File: src/rtl/seq_addsub.sv
// ---------------------------------------------------------------------------
// seq_addsub
//
// Multi-cycle adder/subtractor. One accepted request adds (or subtracts) two
// WIDTH-bit operands CHUNK bits per clock, least-significant chunk first, and
// rippling the carry between chunks through a register.
//
// Parameters
//   WIDTH  operand/result width in bits (an integer multiple of CHUNK)
//   CHUNK  bits added per clock; N = WIDTH/CHUNK clocks per operation
//
// Ports
//   clk    single clock, all state on the rising edge
//   reset  asynchronous, active-high; aborts any operation without a done
//   start  request, sampled only while idle
//   sub    0: a + b, 1: a - b (sampled with start)
//   a, b   operands (sampled with start)
//   busy   high whenever the block is not idle
//   done   one-cycle pulse marking y and flags valid
//   y      result, held until the next accepted start
//   cout   carry out of the MSB (subtract: 1 means no borrow)
//   ovf    two's-complement overflow
//   zero   result equals zero
//
// Build option
//   SEQ_ADDSUB_FLAGS_EN  defined: cout/ovf/zero are computed.
//                        undefined: cout/ovf/zero are tied to 0 and no flag
//                        logic is built; y, done, busy and timing unchanged.
//
// Timing: start accepted at edge E0, chunk i written at edge E(i+1),
// done is high for the single cycle after EN, busy from after E0 through it.
// ---------------------------------------------------------------------------
module seq_addsub #(
    parameter int WIDTH = 32,
    parameter int CHUNK = 8
) (
    input  logic             clk,
    input  logic             reset,
    input  logic             start,
    input  logic             sub,
    input  logic [WIDTH-1:0] a,
    input  logic [WIDTH-1:0] b,
    output logic             busy,
    output logic             done,
    output logic [WIDTH-1:0] y,
    output logic             cout,
    output logic             ovf,
    output logic             zero
);

    localparam int N  = WIDTH / CHUNK;
    // Keep the counter at least one bit wide so N == 1 still elaborates.
    localparam int CW = (N > 1) ? $clog2(N) : 1;

    typedef enum logic [1:0] {
        ST_IDLE = 2'd0,
        ST_RUN  = 2'd1,
        ST_DONE = 2'd2
    } state_t;

    state_t state;
    state_t state_nxt;

    logic [WIDTH-1:0] op_a;
    logic [WIDTH-1:0] op_b;     // already inverted for subtraction
    logic             carry;
    logic [CW-1:0]    cnt;

    logic [CHUNK-1:0] chunk_a;
    logic [CHUNK-1:0] chunk_b;
    logic [CHUNK:0]   sum;
    logic [WIDTH-1:0] y_nxt;
    logic             last;
    logic             accept;

    // ------------------------------------------------------------------
    // Control: state register and next-state logic
    // ------------------------------------------------------------------
    always_ff @(posedge clk or posedge reset) begin
        if (reset) begin
            state <= ST_IDLE;
        end else begin
            state <= state_nxt;
        end
    end

    assign last   = (cnt == CW'(N - 1));
    assign accept = (state == ST_IDLE) && start;

    always_comb begin
        state_nxt = state;
        case (state)
            ST_IDLE: if (start) state_nxt = ST_RUN;
            ST_RUN:  if (last)  state_nxt = ST_DONE;
            ST_DONE:            state_nxt = ST_IDLE;
            default:            state_nxt = ST_IDLE;
        endcase
    end

    assign busy = (state != ST_IDLE);
    assign done = (state == ST_DONE);

    // ------------------------------------------------------------------
    // Chunk select and add. The counter picks the active chunk; constant
    // part-selects inside the loop keep the muxing explicit.
    // ------------------------------------------------------------------
    always_comb begin
        chunk_a = '0;
        chunk_b = '0;
        for (int i = 0; i < N; i++) begin
            if (cnt == CW'(i)) begin
                chunk_a = op_a[i*CHUNK +: CHUNK];
                chunk_b = op_b[i*CHUNK +: CHUNK];
            end
        end
    end

    assign sum = {1'b0, chunk_a} + {1'b0, chunk_b} + {{CHUNK{1'b0}}, carry};

    always_comb begin
        y_nxt = y;
        for (int i = 0; i < N; i++) begin
            if (cnt == CW'(i)) begin
                y_nxt[i*CHUNK +: CHUNK] = sum[CHUNK-1:0];
            end
        end
    end

    // ------------------------------------------------------------------
    // Operand capture and result accumulation
    // ------------------------------------------------------------------
    always_ff @(posedge clk or posedge reset) begin
        if (reset) begin
            op_a  <= '0;
            op_b  <= '0;
            carry <= 1'b0;
            cnt   <= '0;
            y     <= '0;
        end else if (accept) begin
            // Subtraction is a + ~b + 1: invert b here, seed the carry with 1.
            op_a  <= a;
            op_b  <= sub ? ~b : b;
            carry <= sub;
            cnt   <= '0;
        end else if (state == ST_RUN) begin
            y     <= y_nxt;
            carry <= sum[CHUNK];
            cnt   <= cnt + CW'(1);
        end
    end

`ifdef SEQ_ADDSUB_FLAGS_EN
    // ------------------------------------------------------------------
    // Flags, captured together with the final chunk so they stay aligned
    // with y from done until the next accepted start.
    // ------------------------------------------------------------------
    logic cout_r;
    logic ovf_r;
    logic zero_r;

    always_ff @(posedge clk or posedge reset) begin
        if (reset) begin
            cout_r <= 1'b0;
            ovf_r  <= 1'b0;
            zero_r <= 1'b0;
        end else if ((state == ST_RUN) && last) begin
            cout_r <= sum[CHUNK];
            // op_b holds the effective (possibly inverted) operand, so its
            // MSB is the sign that actually entered the adder.
            ovf_r  <= (op_a[WIDTH-1] == op_b[WIDTH-1]) &&
                      (y_nxt[WIDTH-1] != op_a[WIDTH-1]);
            zero_r <= (y_nxt == '0);
        end
    end

    assign cout = cout_r;
    assign ovf  = ovf_r;
    assign zero = zero_r;
`else
    assign cout = 1'b0;
    assign ovf  = 1'b0;
    assign zero = 1'b0;
`endif

endmodule

File: config.mk
export PLATFORM = sky130hd
export DESIGN_NAME = seq_addsub
export DESIGN_NICKNAME = d
export VERILOG_FILES = /design/src/rtl/seq_addsub.sv
export SDC_FILE = /design/constraint.sdc
export NUM_CORES = 1
export LEC_CHECK = 0
export CAP_MARGIN = 20
export CORE_MARGIN = 3
export CORE_UTILIZATION = 30
export DETAILED_ROUTE_END_ITERATION = 8
export SLEW_MARGIN = 20
export SYNTH_ARGS = -nofsm -noshare
export SYNTH_HDL_FRONTEND = slang
export SYNTH_SLANG_ARGS = --single-unit
File: constraint.sdc
create_clock -name clk -period 8.4 [get_ports clk]
set_input_delay 0.84 -clock clk [delete_from_list [all_inputs] [get_ports clk]]
set_output_delay 0.84 -clock clk [all_outputs]
set_load 0.005 [all_outputs]
==> out/results.tsv <==
stage	metric	value	unit
grt	met3 Usage GRT	3.158	%
timing	Pins Over Slew Limit	0	
grt	largest net degree at the start of global routing	98	
timing	Clock Skew	0.007720	ns
clock_network	CTS tree	yes	
drt	final WL	12120	um
yosys	Mean Syn Cell Area	10.11	um^2
floorplanning	die height	135.2	um
grt	busiest grt layer	met2	
timing	min Tclk post-route	3.597	ns
grt	total track usage	13.78	%
placed_design	DP HPWL	9017	um
grt	vias in the first global route	3778	
floorplanning	Die ar.	18270	um^2
drt	vias after detailed routing	3709	
clock_network	clock slew at reported path FFs	0.07	ns
floorplanning	Row Count	46	
clock_network	H-tree depth	3	
worst_setup_path	critical-path maximum fanout	33	
power_and_ir_drop	Pwr Density	433.0	nW/um^2
floorplanning	total I/O pin count	105	
grt	initial antenna violation count	0	
final_layout	layout net count	658	
yosys	post-synthesis adder-cell area fraction	3.550	%
yosys	mux share of post-synthesis cell area	8.300	%
worst_setup_path	Worst EP arrival	3.86	ns
worst_setup_path	CP Launch Type	register	
floorplanning	Initial Utilization	31.06	%
clock_network	Setup Fix Bufs, Post-CTS	0	
clock_network	Root Driver	clkbuf_16	
timing	Least-Margin Pin Slew	1.018	ns
yosys	synth warn	0	
timing	setup violators final	0	
drt	remaining routing DRC violations	0	
worst_setup_path	worst setup path class	reg2reg	
final_layout	# diodes	0	
grt	total grt overflow	0	
worst_setup_path	CP required	8.66	ns
yosys	Post-Synth XOR/XNOR Area	6.300	%
clock_network	Sink Count	101	
timing	Hold Violations, Final	0	
drt	DRT Pass-1 Iters	4	
flow_run	max cap viols	0	
timing	fmax	278.0	MHz
floorplanning	Die X	135.2	um
placed_design	Buffers on Ports	101	
timing	Slew headroom	32.11	%
power_and_ir_drop	Peak VDD IR	186.3	uV
yosys	largest family of logic cells by synthesized area	compound AO/OA/AOI/OAI gates	
worst_hold_path	worst min-delay path class	reg2reg	
worst_setup_path	Critical Path End Type	register	
yosys	Seq/Total Area, Yosys	50.50	%
grt	grt met2 use	22.12	%
yosys	Gate Count Post-Synth	495	
final_layout	Syn-to-layout area delta	27.28	%
power_and_ir_drop	P_leak	2.567	nW
timing	Post-Route Setup TNS	0	ns
drt	vias per cell	4.654	
placed_design	gpl congestion	0.7828	
yosys	area fraction in compound gates after synthesis	13.95	%
timing	RSZ-0062 raised after global routing	false	
yosys	synth unique cells	35	
clock_network	Hold Buf Count CTS	0	
yosys	Yosys reg bits	101	
clock_network	worst-skew pair later-pin latency	0.35	ns
grt	met1 GRT Util	18.45	%
clock_network	Num CTS Buffers	9	
drt	Avg WL per Cell	15.21	um
clock_network	CTS resizes	0	
outcome	outcome	finished, final reports clean	
grt	global-route wire length before repair	19720	um
final_layout	most frequent cells in the layout	dfrtp_1, clkdlybuf4s50_1, a21oi_1	
final_layout	share of cells above drive strength 1	10.67	%
drt	Iter 0 DRT Violations	215	
final_layout	commonest non-fill, non-tap cell in the layout	dfrtp_1	
floorplanning	core area	16120	um^2
yosys	Synth Area in Simple Gates	12.48	%
timing	worst hold slack	0.4796	ns
clock_network	CTS Buffer Depth	2	
drt	final antenna-violating net count	0	
timing	final worst-path cycle share	42.83	%
yosys	area of the mapped netlist	5005	um^2
[area by class of cell]
class / instances / area, um^2
Sequential cell: 101 / 2527
Tap cell: 216 / 270.3
Inverter: 10 / 40.04
Multi-Input combinational cell: 352 / 2245
Clock inverter: 5 / 37.54
Clock buffer: 10 / 229.0
Timing Repair Buffer: 103 / 1021
Fill cell: 1573 / 9746
[cells in the mapped netlist (all sizes together)]
library cell / n / area share [%]
o311a: 1 / 0.42
a22o: 1 / 0.18
a221oi: 1 / 0.30
xor2: 1 / 0.18
nand3b: 17 / 2.5
inv: 10 / 0.75
nand2: 68 / 5.1
fa: 2 / 0.80
conb: 1 / 0.075
nor3b: 1 / 0.15
mux2: 36 / 8.1
a21boi: 1 / 0.15
dfrtp: 101 / 50
nor2b: 2 / 0.25
and2: 1 / 0.13
nor2: 38 / 3.2
a211o: 1 / 0.18
and2b: 1 / 0.15
buf: 24 / 3.3
o21ai: 46 / 4.8
mux2i: 1 / 0.20
o31ai: 4 / 0.60
or2: 1 / 0.18
o21bai: 2 / 0.30
ha: 11 / 2.7
clkbuf: 10 / 0.75
nor3: 3 / 0.30
a21oi: 70 / 7.0
nand2b: 4 / 0.50
xnor2: 35 / 6.1
[power by group]
part / switching (W) / total (W) / leakage [nW] / internal [W]
Sequential: 0.000144 / 0.000879 / 1.19 / 0.000735
Combinational: 0.000820 / 0.00150 / 1.25 / 0.000680
Clock: 0.000178 / 0.000379 / 0.125 / 0.000200
Total: 0.00114 / 0.00276 / 2.57 / 0.00162
[cell families after synthesis]
kind of cell | Yosys count
and+or+nand+nor | 136
AOI/OAI and AO/OA | 127
DFF | 101
buffers and inverters | 44
muxes | 37
xor gates and xnor gates | 36
adders and majority gates | 13
other | 1
[sequential cells by signal, summed over array words and instances (netlist names)]
name,flops
op_b,32
y,32
carry,1
cnt,2
op_a,32
state,2
[path summary, 6_finish.rpt]
| path | to | cells after the start | slack (ns) | startpoint |
|---|---|---|---|---|
| hold reg to reg | y[0] | 2 | 0.48 | y[0] |
| max in group asynchronous | op_b[26] | 3 | 6.36 | reset |
| min in group asynchronous | y[9] | 2 | 0.88 | reset |
| setup / recovery | y[14] | 14 | 4.80 | cnt[1] |
| hold / removal | y[0] | 2 | 0.48 | y[0] |
| setup reg to reg | y[14] | 14 | 4.80 | cnt[1] |
[stage by stage]
stage / instance area (um^2) / utilization, % / std cells / total power [W] / setup slack [ns]
after global routing: 6370 / 39.53 / 797 / 0.003009 / 4.425
final: 6370 / 39.53 / 797 / 0.002758 / 4.803
after CTS: 6367 / 39.51 / 797 / 0.002792 / 4.761
after global placement: 6101 / 37.86 / 782 / 0.002336 / 4.926
after floorplan: 5012 / - / 497 / 0.001901 / 4.913
after detailed placement: 6101 / 37.86 / 782 / 0.002401 / 4.797
[metal layers]
| metal | up-vias | wire length (um) | share of wire [%] |
|---|---|---|---|
| li1 | 1819 | - | - |
| met1 | 1764 | 5337 | 44 |
| met2 | 106 | 5778 | 48 |
| met3 | 20 | 742 | 6.1 |
| met4 | 0 | 260 | 2.1 |
| met5 | - | 0 | 0 |
[critical path, cell delays in order (launching register included)]
cell and delay, ns:
dfrtp_1 0.41, inv_1 0.09, ha_1 0.72, nand3b_1 0.20, a21oi_1 0.08, a21oi_1 0.15, nor2_1 0.05, a21oi_1 0.19
fa_1 0.22, inv_1 0.05, fa_1 0.40, a21oi_1 0.22, o21ai_1 0.16, o311a_4 0.41, o21ai_2 0.13
Note: power is estimated with default switching activity, not from simulation.
